<file path="config.mk">
export PLATFORM = sky130hd
export DESIGN_NAME = cache_dre_ri_ctrl
export DESIGN_NICKNAME = d
export VERILOG_FILES = /design/src/rtl/cache_dre_ri_ctrl.sv
export SDC_FILE = /design/constraint.sdc
export NUM_CORES = 1
export LEC_CHECK = 0
export ABC_AREA = 1
export CORE_ASPECT_RATIO = 0.7
export CORE_UTILIZATION = 41
export CTS_CLUSTER_SIZE = 8
export DETAILED_ROUTE_END_ITERATION = 8
export PLACE_DENSITY = 0.76
export SYNTH_ARGS = -nofsm -noshare
export SYNTH_HDL_FRONTEND = slang
export SYNTH_SLANG_ARGS = --single-unit
</file>
<file path="constraint.sdc">
create_clock -name clk -period 1.8 [get_ports clk]
set_input_delay 0.36 -clock clk [delete_from_list [all_inputs] [get_ports clk]]
set_output_delay 0.36 -clock clk [all_outputs]
set_load 0.01 [all_outputs]
</file>
<file path="src/rtl/cache_dre_ri_ctrl.sv">
// cache_dre_ri_ctrl: ri-side maintenance controller for the cache DRE store (clear sweep, refill mark, eviction query)
// Ports: flush_req/flush_ack - full clear handshake; fill_req/fill_line/fill_ch/fill_ack - mark line 8'hFF;
//   evict_req/evict_line/evict_ch/evict_valid/evict_re - read back a line's DRE byte;
//   busy/sel - controller owns the store; ri_read*/ri_write* - DRE store ri-side port.
// Build option: DRE_CLR_ON_RESET_EN makes the controller start a full clear sweep straight out of reset.
module cache_dre_ri_ctrl #(
  parameter int ADDR_WIDTH = 8
) (
  input  logic                  clk,
  input  logic                  rst,
  input  logic                  flush_req,
  output logic                  flush_ack,
  input  logic                  fill_req,
  input  logic [ADDR_WIDTH-2:0] fill_line,
  input  logic [1:0]            fill_ch,
  output logic                  fill_ack,
  input  logic                  evict_req,
  input  logic [ADDR_WIDTH-2:0] evict_line,
  input  logic [1:0]            evict_ch,
  output logic                  evict_valid,
  output logic [7:0]            evict_re,
  output logic                  busy,
  output logic                  sel,
  output logic [ADDR_WIDTH:0]   ri_readAddress,
  output logic [1:0]            ri_readChannel,
  input  logic [7:0]            ri_readData,
  output logic [ADDR_WIDTH-1:0] ri_writeAddress,
  output logic [1:0]            ri_writeChannel,
  output logic                  ri_writeEnable,
  output logic [7:0]            ri_writeData
);
  localparam logic [2:0] IDLE   = 3'd0;
  localparam logic [2:0] CLEAR  = 3'd1;
  localparam logic [2:0] FILL   = 3'd2;
  localparam logic [2:0] EV_RD  = 3'd3;
  localparam logic [2:0] EV_CAP = 3'd4;
`ifdef DRE_CLR_ON_RESET_EN
  localparam logic [2:0] RST_STATE = CLEAR;
  localparam logic       RST_BUSY  = 1'b1;
`else
  localparam logic [2:0] RST_STATE = IDLE;
  localparam logic       RST_BUSY  = 1'b0;
`endif
  logic [2:0]            state, stateNext;
  logic [ADDR_WIDTH:0]   cnt, cntNext;
  logic [ADDR_WIDTH-2:0] capLine, lineNext;
  logic [1:0]            capCh, chNext;
  // cnt always holds the index of the clear write currently on the port
  always_comb begin
    stateNext = state;
    cntNext   = cnt;
    lineNext  = capLine;
    chNext    = capCh;
    case (state)
      IDLE: begin
        if (flush_req) begin
          stateNext = CLEAR;
        end else if (fill_req) begin
          stateNext = FILL;
          lineNext  = fill_line;
          chNext    = fill_ch;
        end else if (evict_req) begin
          stateNext = EV_RD;
          lineNext  = evict_line;
          chNext    = evict_ch;
        end
      end
      CLEAR: begin
        stateNext = &cnt ? IDLE : CLEAR;
        cntNext   = cnt + 1'b1;
      end
      EV_RD:   stateNext = EV_CAP;
      default: stateNext = IDLE;
    endcase
  end
  // all port outputs are registered from the next-state values so they line up with the state they describe
  always_ff @(posedge clk or posedge rst) begin
    if (rst) begin
      state           <= RST_STATE;
      cnt             <= '0;
      capLine         <= '0;
      capCh           <= '0;
      busy            <= RST_BUSY;
      ri_writeEnable  <= RST_BUSY;
      ri_writeAddress <= '0;
      ri_writeChannel <= '0;
      ri_writeData    <= '0;
      ri_readAddress  <= '0;
      ri_readChannel  <= '0;
      flush_ack       <= 1'b0;
      fill_ack        <= 1'b0;
      evict_valid     <= 1'b0;
      evict_re        <= '0;
    end else begin
      state           <= stateNext;
      cnt             <= cntNext;
      capLine         <= lineNext;
      capCh           <= chNext;
      busy            <= stateNext != IDLE;
      ri_writeEnable  <= stateNext == CLEAR || stateNext == FILL;
      ri_writeAddress <= stateNext == CLEAR ? {cntNext[ADDR_WIDTH:2], 1'b0} : {lineNext, 1'b0};
      ri_writeChannel <= stateNext == CLEAR ? cntNext[1:0] : chNext;
      ri_writeData    <= stateNext == FILL ? 8'hFF : 8'h00;
      ri_readAddress  <= {lineNext, 2'b00};
      ri_readChannel  <= chNext;
      flush_ack       <= stateNext == CLEAR && &cntNext;
      fill_ack        <= stateNext == FILL;
      evict_valid     <= state == EV_CAP;
      if (state == EV_CAP) evict_re <= ri_readData;
    end
  end
  assign sel = busy;
endmodule

</file>
# After elaboration in Yosys (flattened, before gate mapping)
# Index checks and enable logic that the tools add are counted.
[word_totals]
regBits = 52
inputBits = 31
output_inout_bits = 43
word_cells = 42
[classes]
n_addsub = 1
eq_ne = 5
n_mux = 17
reduce_logical = 6
[ops]
columns = ["operator", "n"]
rows = [
  ["$mux 7", 4],
  ["$reduce_and 9->1", 2],
  ["$mux 8", 2],
  ["$mux 2", 5],
  ["$add 9x1->9 const B", 1],
  ["$mux 3", 3],
  ["$mux 9", 1],
  ["$pmux 3 s3", 1],
  ["$eq 3x1->1 const B", 2],
  ["$eq 3x2->1 const B", 2],
  ["$eq 3x3->1 const B", 1],
  ["$logic_not 3->1", 1],
  ["$reduce_bool 3->1", 1],
  ["$logic_and 1x1->1", 1],
  ["$logic_or 1x1->1", 1],
  ["$mux 1", 1],
]

# Longest topological paths before layout
[logic_depth]
word_depth = 6
mapped_depth = 11

# Worst setup path before layout
# Ideal clock, no wire load.
[synth_timing]
path_kind = "reg2reg"
start = "register cnt[0]"
end = "register ri_writeEnable"
setup_ps = 124
t_arrival_ps = 1570
required_time_ps = 1676
path_slack_ps = 106
path_stages_with_launch = 11
n_path_buf = 0
synth_period_minus_slack_ps = 1694
path_cell_list = "dfrtp_1 -> ha_1 -> nand2_1 -> nor4_1 -> ha_1 -> inv_1 -> nand2_1 -> nand2_2 -> nand2_4 -> inv_2 -> or2_1"
[synth_between]
elab_chain_len = 5
[synth_lines]
columns = ["item", "line_no", "rtl"]
rows = [
  ["from (decl)", "45", "logic [ADDR_WIDTH:0] cnt, cntNext;"],
  ["from (signal assigned)", "96", "cnt <= cntNext;"],
  ["$reduce_and 9->1 (*)", "69", "stateNext = &cnt ? IDLE : CLEAR;"],
  ["$mux 1 (*)", "69", ""],
  ["$pmux 3 s3 (*)", "54", "case (state)"],
  ["net stateNext[0]", "44", "logic [2:0] state, stateNext;"],
  ["$eq 3x1->1 or $eq 3x2->1 (tied branches)", "100", "ri_writeEnable <= stateNext == CLEAR || stateNext == FILL;"],
  ["$logic_or 1x1->1 (*)", "100", ""],
  ["to (signal assigned)", "84", "ri_writeEnable <= RST_BUSY;"],
  ["to (signal assigned)", "100", ""],
  ["to (decl)", "29", "output logic ri_writeEnable,"],
]
# Mark *: on every way through the listed nets, which the timed path passes. The rest lies on a longest branch.
# A chain may end at the register's enable or synchronous reset.

==> out/metrics.yaml <==
timing:
  fmax_mhz: 582
  setup_tns_ps: 0
  worst_slack_ps: 82.7
  finalHoldViolCount: 0
  report.final.slew_viol_count: 0
  fin_crit_sh_pct: 95.4
  finClkSkew_ps: 11.3
  setup_viol: 0
  post-route-min-period_ps: 1720
  worst_hold_slack_ps: 407
layout:
  n_antenna_cell: 0
  syn_to_final_growth_pct: 42.0
  multi_input_area_um2: 813
  finish.net_count: 374
  ff_latch_area_um2: 1080
  fin_util_pct: 62.2
  drive_above_1_share_pct: 12.3
  nFillCells: 447
worst_setup_path:
  cp_cell_sequence: "clkdlybuf4s50_1"
  cp.required_ps: 1440
  path_delay_family: "buffers and inverters"
  critPathSlowestCell: "clkdlybuf4s50_1"
  path_class: "reg -> out"
  start_kind: "flop"
  crit_path_max_incr_delay_ps: 590
  arrival_ps: 1360
  path_buf_inv: 1
  path_max_fanout: 9
  crit_path_end_kind: "output port"
placed_design:
  gp_congestion: 0.794
  pre_cts_slack_ps: -20.5
  portBuffers: 70
  hpwl_um: 3750
route:
  drt_iter0_markers: 80
  wl_per_cell_um: 11.7
  ant_nets: 0
  wl_um: 4790
  vias: 1873
  route.detailed.drc: 0
  vias_per_cell: 4.57
  firstDrtPassIters: 4
run:
  cap_violations: 0
clock_tree:
  cts_buffers: 5
  clk_latency_ps: 290
  postCtsSetupRepairBufs: 0
  cts_root_buf: "clkbuf_8"
  path_clk_slew_ps: 80
  h-tree-depth: 2
  cts.sinks: 43
  cts_hold_buf: 0
  clk_path_buf_depth: 2
  cts_tree: "yes"
yosys:
  yosysTopAreaCell: "dfrtp_1"
  synth_top_area_share_pct: 50.3
  yosys_warnings: 0
  syn_inst: 263
  synth.distinct_cells: 27
  syn-mean-instance-area_um2: 8.14
  synthesis.area_um2: 2140
  synth_seq_cells: 43
  seq_area_frac_synth_pct: 50.3
  ys_top_cells_by_area: "dfrtp_1 (50%), nand2_1 (19%), nand3_1 (6.5%)"
global_routing:
  grt_first_pass_wirelength_um: 8160
  grt_start_max_net_pins: 44
  use_met1_pct: 26.0
  antenna_found_initial: 0
  grt.total_usage_pct: 19.3
  top_usage_layer: "met2"
  use_met2_pct: 30.4
  use_met3_pct: 5.02
  grt_pass1_vias: 1850
  grt_overflow: 0
pwr:
  power-per-cell-area_nw_per_um2: 597
  leakagePower_nw: 1.48
  total_power_w: 0.00182
  vdd_drop_max_mv: 0.281
floorplanning:
  core-area_um2: 4890
  die_w_um: 88.4
  dieArea_um2: 5520
  rows: 21
  io_pins: 74
  initial_core_util_pct: 43.8
  die_h_um: 62.5
min_path:
  hp-class: "in -> async"
outcome:
  status: "finished, final reports clean"
[placed cells by master, fill, tap and decap left out]
cell type        count
a21oi_1              1
buf_12               1
buf_4               17
buf_6                1
bufinv_16            1
clkbuf_1             1
clkbuf_8             5
clkdlybuf4s50_1     70
clkinv_1             1
conb_1               3
dfrtp_1             43
ha_1                 1
ha_2                 1
inv_1               22
inv_2                4
nand2_1            108
nand2_2              3
nand2_4              1
nand3_1             28
nand3_2              1
nand3_4              1
nand4_1              3
nor2_1              11
nor2_4               1
nor3_2               1
nor3_4               1
nor4_2               1
o21ai_0              1
o21ai_1              4
o21ai_2              2
o21bai_1             1
or2_1                1
[layout make-up]
| cell class | count | share of cell area, % |
|---|---|---|
| flip-flops and latches | 43 | 35.4 |
| clock inverters | 1 | 0.988 |
| inverters | 27 | 3.33 |
| well taps | 69 | 2.84 |
| repair buffers | 89 | 28.3 |
| clock buffers | 6 | 2.39 |
| multi-input cells | 175 | 26.8 |
[where the power goes]
group	leakage, nW	switching [W]	total [W]	internal (W)
clock	0.0513	0.000312	0.000719	0.000407
sequential	0.514	0	0.000965	0.000965
combinational	0.919	0.0000558	0.000132	0.0000760
[per-stage QoR]
step,instance area (um2),std cells
after detailed placement,2920,403
after CTS,3030,410
final,3040,410
after global routing,3040,410
after floorplan,2150,265
after global placement,2920,403
[worst paths after layout]
path                                  from                  to  slack (ps)  depth (start not counted)
hold reg to reg                evict_re[1]         evict_re[1]         470                          2
setup reg to reg                    cnt[1]      ri_writeEnable         140                         10
hold / removal                         rst  ri_writeChannel[0]         410                          3
min in group clk               evict_re[1]         evict_re[1]         470                          2
max in group asynchronous              rst              cnt[5]        1180                          3
setup / recovery           ri_writeData[6]     ri_writeData[0]          80                          1
[synth_stat cells, drive strengths merged]
cell type	n
ha	2
a21oi	1
dfrtp	43
nor3	2
buf	20
nor2	12
inv	27
o21ai	7
o21bai	1
conb	1
nand4	3
or2	1
nor4	1
nand2	112
nand3	30
[metal layers]
layer  vias up  wire [um]
met5         -          0
met4         0         46
met3         5        348
met2        56       2070
met1       859       2320
li1        953          -
[kinds of logic after synthesis]
| logic type | Yosys count | share of synthesized area, % |
|---|---|---|
| AO/OA/AOI/OAI | 9 | 2.57 |
| adder cells (fa/ha/maj) | 2 | 1.17 |
| other | 1 | 0.175 |
| flip-flops | 43 | 50.3 |
| AND/OR/NAND/NOR | 161 | 33.3 |
| buffers and inverters | 47 | 12.5 |
[state kept, by name (all words and copies together), names as in the netlist]
name / count
cnt: 9
evict_re: 8
ri_readAddress: 7
ri_writeAddress: 7
state: 3
capCh: 2
ri_writeChannel: 2
busy: 1
evict_valid: 1
flush_ack: 1
ri_writeData: 1
ri_writeEnable: 1
[timing repair]
item / CTS / global route
pin swaps: 0 / 2
resized for setup: 1 / 3
endpoints found under the setup margin: 3 / 10
Power figures use the tool's default switching activity.
